==> src/rtl/conv2d_layer_sequencer.sv <==
// Sequences one Conv2D layer pass: kernel weight load, input feature stream, output collection.
// Only addresses and control are driven here; memory data flows straight into the Conv2D core.
module conv2d_layer_sequencer #(
    parameter int F_IN_W                  = 29,
    parameter int F_IN_H                  = 13,
    parameter int F_OUT_W                 = 14,
    parameter int F_OUT_H                 = 6,
    parameter int KERNEL_SIZE             = 3,
    parameter int KERNEL_WEIGHTS_ADDRWIDE = 12,
    parameter int FEATURE_IN_ADDRWIDE     = 12,
    parameter int FEATURE_OUT_ADDRWIDE    = 12,
    parameter int TIMEOUT_CYCLES          = 1024
) (
    input  logic                               clk_i,
    input  logic                               rst_i,
    input  logic                               start_i,
    input  logic                               abort_i,
    output logic                               busy_o,
    output logic                               done_o,
    output logic                               err_o,
    output logic [FEATURE_OUT_ADDRWIDE-1:0]    out_count_o,
    output logic                               wmem_rd_en_o,
    output logic [KERNEL_WEIGHTS_ADDRWIDE-1:0] wmem_addr_o,
    output logic                               kernel_weights_valid_o,
    output logic [KERNEL_WEIGHTS_ADDRWIDE-1:0] kernel_weights_addr_o,
    output logic                               fmem_rd_en_o,
    output logic [FEATURE_IN_ADDRWIDE-1:0]     fmem_addr_o,
    output logic                               feature_in_valid_o,
    output logic [FEATURE_IN_ADDRWIDE-1:0]     feature_in_addr_o,
    input  logic                               feature_in_ready_i,
    input  logic                               feature_out_valid_i,
    input  logic [FEATURE_OUT_ADDRWIDE-1:0]    feature_out_addr_i,
    output logic                               feature_out_ready_o,
    output logic [2:0]                         dbg_state
);

    typedef enum logic [2:0] {
        S_IDLE   = 3'd0,
        S_LOAD_W = 3'd1,
        S_W_TAIL = 3'd2,
        S_STREAM = 3'd3,
        S_DRAIN  = 3'd4,
        S_DONE   = 3'd5
    } state_t;

    localparam int N_W   = KERNEL_SIZE * KERNEL_SIZE;
    localparam int N_IN  = F_IN_W * F_IN_H;
    localparam int N_OUT = F_OUT_W * F_OUT_H;
    localparam int WCW   = KERNEL_WEIGHTS_ADDRWIDE + 1;
    localparam int RCW   = FEATURE_IN_ADDRWIDE + 1;

    localparam logic [WCW-1:0]                  W_LAST    = WCW'(N_W - 1);
    localparam logic [RCW-1:0]                  IN_TOTAL  = RCW'(N_IN);
    localparam logic [RCW-1:0]                  IN_LAST   = RCW'(N_IN - 1);
    localparam logic [FEATURE_OUT_ADDRWIDE-1:0] OUT_TOTAL = FEATURE_OUT_ADDRWIDE'(N_OUT);
    localparam logic [15:0]                     IDLE_LAST = 16'(TIMEOUT_CYCLES - 1);

    state_t         state;
    state_t         state_next;
    logic [WCW-1:0] w_cnt;
    logic [RCW-1:0] rd_cnt;
    logic [RCW-1:0] in_cnt;
    logic [15:0]    idle_cnt;

    logic adv;
    logic in_accept;
    logic out_accept;
    logic timeout;

    // Handshake: a transfer happens on a cycle where valid and ready are both high;
    // once raised, valid holds with a stable address until that transfer occurs.
    assign adv        = (state == S_STREAM) && (rd_cnt < IN_TOTAL)
                        && (!feature_in_valid_o || feature_in_ready_i);
    assign in_accept  = feature_in_valid_o && feature_in_ready_i;
    assign out_accept = feature_out_valid_i && feature_out_ready_o;
    // An accept in the final idle cycle resets the counter, so the count always beats the timeout.
    assign timeout    = (state == S_DRAIN) && (out_count_o != OUT_TOTAL)
                        && !out_accept && (idle_cnt == IDLE_LAST);

    always_ff @(posedge clk_i) begin
        if (rst_i) begin
            state <= S_IDLE;
        end else begin
            state <= state_next;
        end
    end

    always_comb begin
        state_next = state;
        case (state)
            S_IDLE:   if (start_i) state_next = S_LOAD_W;
            S_LOAD_W: if (w_cnt == W_LAST) state_next = S_W_TAIL;
            S_W_TAIL: state_next = S_STREAM;
            S_STREAM: if (in_accept && (in_cnt == IN_LAST)) state_next = S_DRAIN;
            S_DRAIN:  if ((out_count_o == OUT_TOTAL) || timeout) state_next = S_DONE;
            S_DONE:   state_next = S_IDLE;
            default:  state_next = S_IDLE;
        endcase
        if (abort_i) state_next = S_IDLE;
    end

    always_comb begin
        busy_o              = (state != S_IDLE);
        done_o              = (state == S_DONE);
        wmem_rd_en_o        = (state == S_LOAD_W);
        wmem_addr_o         = '0;
        fmem_rd_en_o        = adv;
        fmem_addr_o         = '0;
        feature_out_ready_o = (state == S_STREAM) || (state == S_DRAIN);
        dbg_state           = state;
        if (state == S_LOAD_W) wmem_addr_o = w_cnt[KERNEL_WEIGHTS_ADDRWIDE-1:0];
        if (state == S_STREAM) fmem_addr_o = rd_cnt[FEATURE_IN_ADDRWIDE-1:0];
    end

    always_ff @(posedge clk_i) begin
        if (rst_i) begin
            w_cnt                  <= '0;
            rd_cnt                 <= '0;
            in_cnt                 <= '0;
            idle_cnt               <= '0;
            out_count_o            <= '0;
            err_o                  <= 1'b0;
            kernel_weights_valid_o <= 1'b0;
            kernel_weights_addr_o  <= '0;
            feature_in_valid_o     <= 1'b0;
            feature_in_addr_o      <= '0;
        end else if (abort_i) begin
            w_cnt                  <= '0;
            rd_cnt                 <= '0;
            in_cnt                 <= '0;
            idle_cnt               <= '0;
            kernel_weights_valid_o <= 1'b0;
            kernel_weights_addr_o  <= '0;
            feature_in_valid_o     <= 1'b0;
            feature_in_addr_o      <= '0;
        end else begin
            // Memory read latency is one cycle, so the kernel port trails the read by one register.
            kernel_weights_valid_o <= wmem_rd_en_o;
            kernel_weights_addr_o  <= wmem_addr_o;
            if ((state == S_IDLE) && start_i) begin
                w_cnt             <= '0;
                rd_cnt            <= '0;
                in_cnt            <= '0;
                idle_cnt          <= '0;
                out_count_o       <= '0;
                err_o             <= 1'b0;
                feature_in_addr_o <= '0;
            end
            if (state == S_LOAD_W) w_cnt <= w_cnt + 1'b1;
            if (adv) begin
                rd_cnt            <= rd_cnt + 1'b1;
                feature_in_addr_o <= fmem_addr_o;
            end
            if (state == S_STREAM) begin
                feature_in_valid_o <= adv ? 1'b1 : (feature_in_ready_i ? 1'b0 : feature_in_valid_o);
            end
            if (in_accept) in_cnt <= in_cnt + 1'b1;
            if (out_accept) begin
                if (out_count_o == OUT_TOTAL) begin
                    err_o <= 1'b1;
                end else begin
                    if (feature_out_addr_i != out_count_o) err_o <= 1'b1;
                    out_count_o <= out_count_o + 1'b1;
                end
            end
            if (state == S_DRAIN) idle_cnt <= out_accept ? 16'd0 : idle_cnt + 16'd1;
            if (timeout) err_o <= 1'b1;
        end
    end

endmodule
==> config.mk <==
export PLATFORM = sky130hd
export DESIGN_NAME = conv2d_layer_sequencer
export DESIGN_NICKNAME = d
export VERILOG_FILES = /design/src/rtl/conv2d_layer_sequencer.sv
export SDC_FILE = /design/constraint.sdc
export NUM_CORES = 1
export LEC_CHECK = 0
export ABC_AREA = 0
export CORE_MARGIN = 2
export CORE_UTILIZATION = 35
export DETAILED_ROUTE_END_ITERATION = 6
export PLACE_DENSITY = 0.55
export SYNTH_ARGS = -nofsm -noshare
export SYNTH_HDL_FRONTEND = slang
export SYNTH_SLANG_ARGS = --single-unit
==> constraint.sdc <==
create_clock -name clk_i -period 5.1 [get_ports clk_i]
set_input_delay 0.51 -clock clk_i [delete_from_list [all_inputs] [get_ports clk_i]]
set_output_delay 0.51 -clock clk_i [all_outputs]
set_load 0.005 [all_outputs]
* Word-level counts from Yosys, hierarchy flattened
Cells that the tools add are included.
Operators by class: add/subtract/negate cells 5, order comparisons 1, mux-type cells 26, equality and inequality tests 15, reductions and logical operators 24
Operators with widths (count):
- $mux W12 | 7
- $mux W13 | 4
- $mux W16 | 3
- $add A13 B1 Y13 const B | 3
- $add A16 B1 Y16 const B | 1
- $eq A16 B10 Y1 const B | 1
- $pmux W3 S5 | 1
- $eq A13 B4 Y1 const B | 1
- $eq A13 B9 Y1 const B | 1
- $lt A13 B9 Y1 const B | 1
- $add A12 B1 Y12 const B | 1
- $eq A12 B7 Y1 const B | 1
- $mux W3 | 4
- $ne A12 B12 Y1 | 1
- $ne A12 B7 Y1 const B | 1
- $reduce_bool A2 Y1 | 5
- $logic_and A1 B1 Y1 | 9
- $mux W1 | 7
- $eq A3 B2 Y1 const B | 2
- $eq A3 B3 Y1 const B | 2
- $ne A2 B1 Y1 const B | 2
- $ne A2 B2 Y1 const B | 2
- $reduce_and A4 Y1 | 1
- $eq A3 B1 Y1 const B | 1
- 6 further kinds | 9
Storage, ports and cells: flip-flop bits (word level) 97, logic and storage cells 82, input bits 18, output and inout bits 71

* Depth between registers and ports, before layout
Gate-level depths: netlist of the first run.
word-level depth 9, gate-level depth with buffers 9, gate-level depth less buffers 7

* Worst setup path after synthesis of the first run
OpenSTA, ideal clock, no wires.
path type reg2reg, start register out_count_o[0], end register out_count_o[11], arrival 1.885 ns, required time 4.980 ns, setup time 0.120 ns, setup slack 3.096 ns, period minus slack after synthesis 2.004 ns, path buffers 1, stages on the path, launching flop included 9, cell sequence dfxtp_1 > inv_1 > ha_1 > or4b_4 > nor3_4 > or3_1 > buf_2 > nor4_1 > a211o_1
On the way: word-level cells in the longest chain between the ends 3, elaborated cells between the ends (all ways) 4, those cells by class add/sub: 1; eq/ne: 1; mux: 2
Ends and longest elaborated chain:
- start, declared | line 21 | output logic [FEATURE_OUT_ADDRWIDE-1:0] out_count_o,
- start signal, assigned | line 163 | out_count_o <= out_count_o + 1'b1;
- $add A12 B1 Y12 or $eq A12 B7 Y1 (tied branches) | line 163, 159
- $mux W12 (*) | line 159 | if (out_count_o == OUT_TOTAL) begin
- $mux W12 (*) | line 158 | if (out_accept) begin
Mark *: on every way between the ends. The rest lies on a longest branch, timed or not. A chain may end at the register's enable or synchronous reset.

* Worst setup path after layout of the first run
start register state[0] (netlist: dbg_state[0]), end output wmem_addr_o[3]
On the way: word-level cells in the longest chain between the ends 2
Ends and longest elaborated chain:
- start, declared | line 58 | state_t state;
- start signal, assigned | line 84 | state <= state_next;
- $eq A3 B1 Y1 | line 111 | if (state == S_LOAD_W) wmem_addr_o = w_cnt[KERNEL_WEIGHTS_ADDRWIDE-1:0];
- $mux W12 | line 111
- end, declared | line 23 | output logic [KERNEL_WEIGHTS_ADDRWIDE-1:0] wmem_addr_o,
Every way passes these cells.

==> out/results.tsv, run 1 <==
stage	metric	value	unit
pwr	Pwr Density	264	mW/mm2
hold_path	Worst Hold Class	register to register	
routing	drt initial violations	277	
logic_synthesis	async set-reset flop share out of synthesis	0	%
global_route	antenna violations before repair	0	
setup_path	CP required	4.59	ns
job	MaxCap Viol Count	0	
finish	layout filler cell count	1347	
routing	routed len/inst	14.8	um
status	status	finished clean	
routing	DR vias	4489	
logic_synthesis	syn_area_per_cell	7.88	um2
finish	flip-flop and latch area	0.00194	mm2
finish	share of cells above drive strength 1	4.87	%
sta	Final Cycle Share	66.1	%
logic_synthesis	Yosys cell types	60	
sta	max-slew violations	0	
sta	Fin. Hold Viols	0	
logic_synthesis	Yosys reg bits	97	
sta	final setup violation count	0	
global_route	GRT Total Usage	17.6	%
logic_synthesis	register area share after synthesis	40.5	%
routing	DRT Pass-1 Iters	4	
logic_synthesis	Synth area leaders	dfxtp_1, nor2_1, a21oi_1	
sta	Period minus WS final	3.37	ns
routing	WL final	12600	um
cts	worst skew pair latency	0.35	ns
finish	area grow syn2layout	27.2	%
routing	ANT nets after route	0	
logic_synthesis	most area-hungry cell type in the Yosys netlist	dfxtp_1	
cts	Worst-path clk slew	0.07	ns
cts	# clock sinks	97	
logic_synthesis	post-synthesis cell area	0.00479	mm2
logic_synthesis	most used flip-flop cell after synthesis	dfxtp_1	
pwr	LEAKAGE	2.06	nW
placed_design	RePlAce Congestion	0.833	
cts	root buf cell	clkbuf_16	
die	IO Pins	89	
global_route	vias in the first global route	4159	
setup_path	type of origin of the critical path	register	
die	Cell Rows	42	
finish	most frequent cells in the layout	dfxtp_1, clkdlybuf4s50_1, nor2_1	
finish	footprint of the multi-input gates	0.00262	mm2
setup_path	worst-path fanout max	22	
pwr	Max IR drop VDD	172	uV
placed_design	IO buf count	88	
die	die width	121	um
global_route	first-pass GRT wire length	20800	um
sta	Max-Slew Margin vs Limit	49.0	%
die	total die area	0.0146	mm2
cts	post_cts resized	0	
cts	H-tree levels	3	
logic_synthesis	synthesized instance count	608	
die	initial core utilization	36.0	%
global_route	GRT Residual Overflow	0	
die	Die H	121	um
logic_synthesis	top-area cell type share of the netlist area	40.5	%
cts	CTS tree	built	
die	CORE AREA	0.0133	mm2
sta	Worst-Margin Slew	0.761	ns
logic_synthesis	Post-synth EDFFs	0	
sta	fmax	297	MHz
finish	antenna cells	0	
global_route	largest net degree at the start of global routing	36	
sta	clock skew	0.00608	ns
cts	Clock Path Buffers	2	
setup_path	kind of critical path	register to primary output	
sta	RSZ-0062 raised after global routing	no	
sta	Fin Setup TNS	0	ns
cts	post-CTS setup buffers	0	
setup_path	CP Data Arrival Time	2.86	ns
sta	WHS	0.472	ns
finish	nets@finish	698	
cts	# hold bufs at CTS	0	
setup_path	kind of end point of the critical path	primary output	
routing	vias per cell	5.26	
cts	TritonCTS buffer count	9	
finish	commonest non-fill, non-tap cell in the layout	dfxtp_1	
placed_design	Detail Placement HPWL	8940	um
routing	# DRC	0	
logic_synthesis	Syn Nets	634	
logic_synthesis	yosys warns	0	
-- kinds of logic after synthesis --
kind of cell | synth area share (%)
AO/OA/AOI/OAI | 16.4
XOR/XNOR | 2.74
adder cells (fa/ha/maj) | 2.09
buffers and inverters | 4.73
flip-flops | 40.5
multiplexers | 1.59
AND/OR/NAND/NOR | 31.9
-- sequential cells by signal (all words and copies together) (netlist names) --
name / count
dbg_state: 3
out_count_o: 12
w_cnt: 13
err_o: 1
kernel_weights_addr_o: 12
kernel_weights_valid_o: 1
rd_cnt: 13
idle_cnt: 16
in_cnt: 13
feature_in_addr_o: 12
feature_in_valid_o: 1
-- critical path: stages, from the launching register on --
cell	delay [ns]
dfxtp_1	0.55
or3b_1	0.66
inv_1	0.52
and2_1	0.26
clkdlybuf4s50_1	0.51
-- metal layers --
layer / vias up / GRT usage [%] / wire length, um
li1: 2305 / - / -
met1: 2080 / 24.0 / 5970
met2: 93 / 27.4 / 5860
met3: 11 / 4.32 / 634
met4: 0 / 5.67 / 178
met5: - / 0 / 0
-- path summary, 6_finish.rpt --
path / from / endpoint / slack [ns] / depth (start not counted)
setup / recovery: dbg_state[0]$_SDFFE_PP0P_ / wmem_addr_o[3] / 1.73 / 4
hold / removal: in_cnt[12]$_SDFFE_PP0P_ / in_cnt[12]$_SDFFE_PP0P_ / 0.47 / 2
setup reg to reg: dbg_state[0]$_SDFFE_PP0P_ / w_cnt[5]$_SDFFE_PP0P_ / 2.56 / 6
hold reg to reg: in_cnt[12]$_SDFFE_PP0P_ / in_cnt[12]$_SDFFE_PP0P_ / 0.47 / 2
-- cells in the mapped netlist, types with 3 or more instances --
master,n
a211o_1,3
a211oi_1,9
a21oi_1,51
a31oi_1,13
and2_1,21
and3_1,24
buf_2,6
clkbuf_1,28
dfxtp_1,97
ha_1,8
inv_1,15
mux2_2,3
nand2_1,58
nand3_1,40
nand3b_1,3
nand4_1,10
nor2_1,70
nor3_1,24
nor4_1,16
nor4b_1,4
o211ai_1,3
o21ai_0,27
o21ai_1,3
o2bb2ai_1,3
or2_2,3
or3_1,7
or4b_2,3
xnor2_1,15
-- cell type report --
cell class | instances | share of cell area [%]
clock inverters | 4 | 1.21
repair buffers | 92 | 14.9
inverters | 16 | 0.985
well taps | 176 | 3.61
multi-input cells | 456 | 43.0
flip-flops and latches | 97 | 31.9
clock buffers | 12 | 4.37
-- power breakdown --
group	internal (mW)	leakage, nW	total [mW]	switching (mW)
Combinational	0.0321	1.11	0.0867	0.0546
Clock	0.470	0.169	0.759	0.290
Sequential	0.758	0.781	0.761	0.00261
-- metrics by stage --
step | std cells | power [mW] | setup WS [ns] | util (%) | cell area, um2
after floorplan | 608 | 0.832 | 3.10 | - | 4790
after global placement | 837 | 0.864 | 2.17 | 43.3 | 5760
after detailed placement | 837 | 0.866 | 2.10 | 43.3 | 5760
after CTS | 853 | 1.63 | 1.71 | 45.8 | 6100
after global routing | 853 | 1.67 | 1.50 | 45.8 | 6100
final | 853 | 1.61 | 1.73 | 45.8 | 6100
Power figures use the tool's default switching activity.
==> run 2, diff against run 1 <==
PLACE_DENSITY = 0.57   (was 0.55)
clock period = 3.04 ns   (was 5.1 ns; I/O delays follow)
==> run 2 against run 1 <==
Worst hold slack got worse by 0.0072 ns; clock power rose by 46%; wire length rose by 0.56%; clock skew rose by 0.0029 ns; sequential power rose by 68%; utilization rose by 0.085 points; largest cell class unchanged; die area did not move; count of clock-buffer cells in the layout fell by 3; via count rose by 1.2%; combinational power rose by 78%; register-to-register slack got worse by 1.9 ns.
==> out/results.tsv, run 2 (synthesis results as in run 1) <==
stage	metric	value	unit	change
sta	Fin. Hold Viols	0		unchanged
setup_path	cells along the critical path	or3b_1 -> inv_1 -> and2_1 -> clkdlybuf4s50_1		
finish	commonest non-fill, non-tap cell in the layout	dfxtp_1		
sta	Period minus WS final	2.74	ns	
setup_path	kind of critical path	register to primary output		
job	MaxCap Viol Count	0		unchanged
hold_path	hold_sp	in_cnt[6]$_SDFFE_PP0P_		
cts	root buf cell	clkbuf_16		
setup_path	max incr delay on CP	0.53	ns	-0.13 ns
routing	routed len/inst	14.8	um	-0.37%
pwr	Pwr Density	416	mW/mm2	+58%
finish	most frequent cells in the layout	dfxtp_1, clkdlybuf4s50_1, nor2_1		
hold_path	Worst Hold Class	register to register		
setup_path	Slowest-stage cell, CP	dfxtp_1		
die	Cell Rows	42		unchanged
die	die width	121	um	unchanged
sta	Fin Setup TNS	0	ns	unchanged
sta	clock skew	0.00902	ns	+0.00294 ns
finish	post-route cell area	0.00611	mm2	+0.18%
setup_path	r2r worst-path depth	5		-1
finish	Reg with most FFs	idle_cnt		
sta	Max-Slew Margin vs Limit	50.2	%	+1.2 points
routing	vias per cell	5.28		+0.31%
cts	post-CTS setup buffers	0		unchanged
setup_path	CP required	2.74	ns	-1.85 ns
setup_path	CP Data Arrival Time	2.43	ns	-0.43 ns
cts	H-tree levels	3		unchanged
status	status	finished clean		
global_route	vias in the first global route	4267		+2.6%
sta	Worst-Margin Slew	0.743	ns	-0.0180 ns
sta	Final WS setup	0.301	ns	-1.43 ns
finish	max reg flops	16		unchanged
finish	area grow syn2layout	27.5	%	
die	total die area	0.0146	mm2	unchanged
setup_path	CP delay by family, top	buffers and inverters		
finish	share of cells above drive strength 1	5.99	%	+1.1 points
routing	drt initial violations	235		-15%
routing	DR vias	4545		+1.2%
sta	max-slew violations	0		unchanged
routing	# DRC	0		unchanged
die	Die H	121	um	unchanged
routing	DRT Pass-1 Iters	4		unchanged
placed_design	Detail Placement HPWL	9110	um	+1.9%
finish	antenna cells	0		unchanged
setup_path	FF-to-FF setup slack	0.69	ns	-1.87 ns
sta	WHS	0.465	ns	-0.00725 ns
routing	ANT nets after route	0		unchanged
cts	Clock Path Buffers	2		unchanged
die	CORE AREA	0.0133	mm2	unchanged
setup_path	type of origin of the critical path	register		
placed_design	pre-CTS setup slack	0.512	ns	-1.59 ns
cts	worst skew pair latency	0.35	ns	about the same
setup_path	worst r2r src	dbg_state[0]$_SDFFE_PP0P_		
sta	RSZ-0062 raised after global routing	no		
hold_path	hold path endpoint	in_cnt[6]$_SDFFE_PP0P_		
cts	post_cts resized	0		unchanged
global_route	largest net degree at the start of global routing	26		-28%
cts	Worst-path clk slew	0.07	ns	about the same
sta	Final Cycle Share	90.1	%	
die	initial core utilization	36.0	%	unchanged
setup_path	Crit Reg-Reg Endpoint	out_count_o[2]$_SDFFE_PP0N_		
setup_path	worst-path fanout max	20		-9.1%
placed_design	IO buf count	88		unchanged
pwr	LEAKAGE	2.07	nW	+0.47%
setup_path	kind of end point of the critical path	primary output		
global_route	first-pass GRT wire length	21100	um	+1.4%
hold_path	hold path cells	1		-1
die	IO Pins	89		unchanged
sta	final setup violation count	0		unchanged
pwr	Max IR drop VDD	248	uV	+44%
routing	WL final	12700	um	+0.56%
cts	TritonCTS buffer count	9		unchanged
global_route	antenna violations before repair	0		unchanged
cts	CTS tree	built		
sta	fmax	365	MHz	
finish	nets@finish	706		+1.1%
setup_path	WP depth	4		unchanged
cts	# clock sinks	97		unchanged
global_route	GRT Total Usage	17.9	%	+0.27 points
global_route	GRT Residual Overflow	0		unchanged
setup_path	Buf/Inv on CP	2		unchanged
placed_design	RePlAce Congestion	0.828		-0.55%
placed_design	DP Area	0.00582	mm2	+1.0%
cts	# hold bufs at CTS	0		unchanged
[run 2: through the flow]
stage	cells	utilization, %	total power [mW]
3_3_place_gp	845	43.7	1.46
4_1_cts	861	45.9	2.58
5_1_grt	861	45.9	2.64
6_report	861	45.9	2.54
2_1_floorplan	608	-	1.40
3_5_place_dp	845	43.7	1.46
[run 2: worst max path at each step]
stage | from | to | slack [ns]
3_3_place_gp | start_i | out_count_o[5]$_SDFFE_PP0N_ | 0.59
6_report | dbg_state[0]$_SDFFE_PP0P_ | wmem_addr_o[3] | 0.30
3_5_place_dp | start_i | out_count_o[5]$_SDFFE_PP0N_ | 0.51
4_1_cts | dbg_state[0]$_SDFFE_PP0P_ | wmem_addr_o[3] | 0.26
2_1_floorplan | out_count_o[0]$_SDFFE_PP0N_ | out_count_o[11]$_SDFFE_PP0N_ | 1.04
5_1_grt | dbg_state[0]$_SDFFE_PP0P_ | wmem_addr_o[3] | 0.09
[run 2: worst reg2reg max path: cells and delay by family, from the launching register on]
| kind | cells | cell delay, ns |
|---|---|---|
| compound gates | 2 | 0.44 |
| flops | 1 | 0.53 |
| simple gates | 3 | 1.33 |
[run 2: report_power, final]
| group | internal, mW | leakage [nW] | total [mW] | switching, mW |
|---|---|---|---|---|
| Clock | 0.572 | 0.141 | 1.11 | 0.540 |
| Combinational | 0.0601 | 1.14 | 0.154 | 0.0942 |
| Sequential | 1.27 | 0.781 | 1.28 | 0.00409 |
| Total | 1.90 | 2.07 | 2.54 | 0.638 |
[run 2: layout make-up]
class | instances | area [um2]
tap | 176 | 220
timing repair buffer | 100 | 971
clock inverter | 7 | 66.3
inverter | 16 | 60.1
clock buffer | 9 | 225
sequential | 97 | 1940
fill | 1305 | 7190
multi-input combinational | 456 | 2620
[run 2: layer usage]
metal | track usage, % | part of all wire, % | vias to the layer above
met4 | 6.98 | 1.8 | 0
li1 | - | - | 2324
met1 | 23.1 | 47 | 2095
met2 | 28.6 | 46 | 109
met5 | 0 | 0 | -
met3 | 4.61 | 5.4 | 17
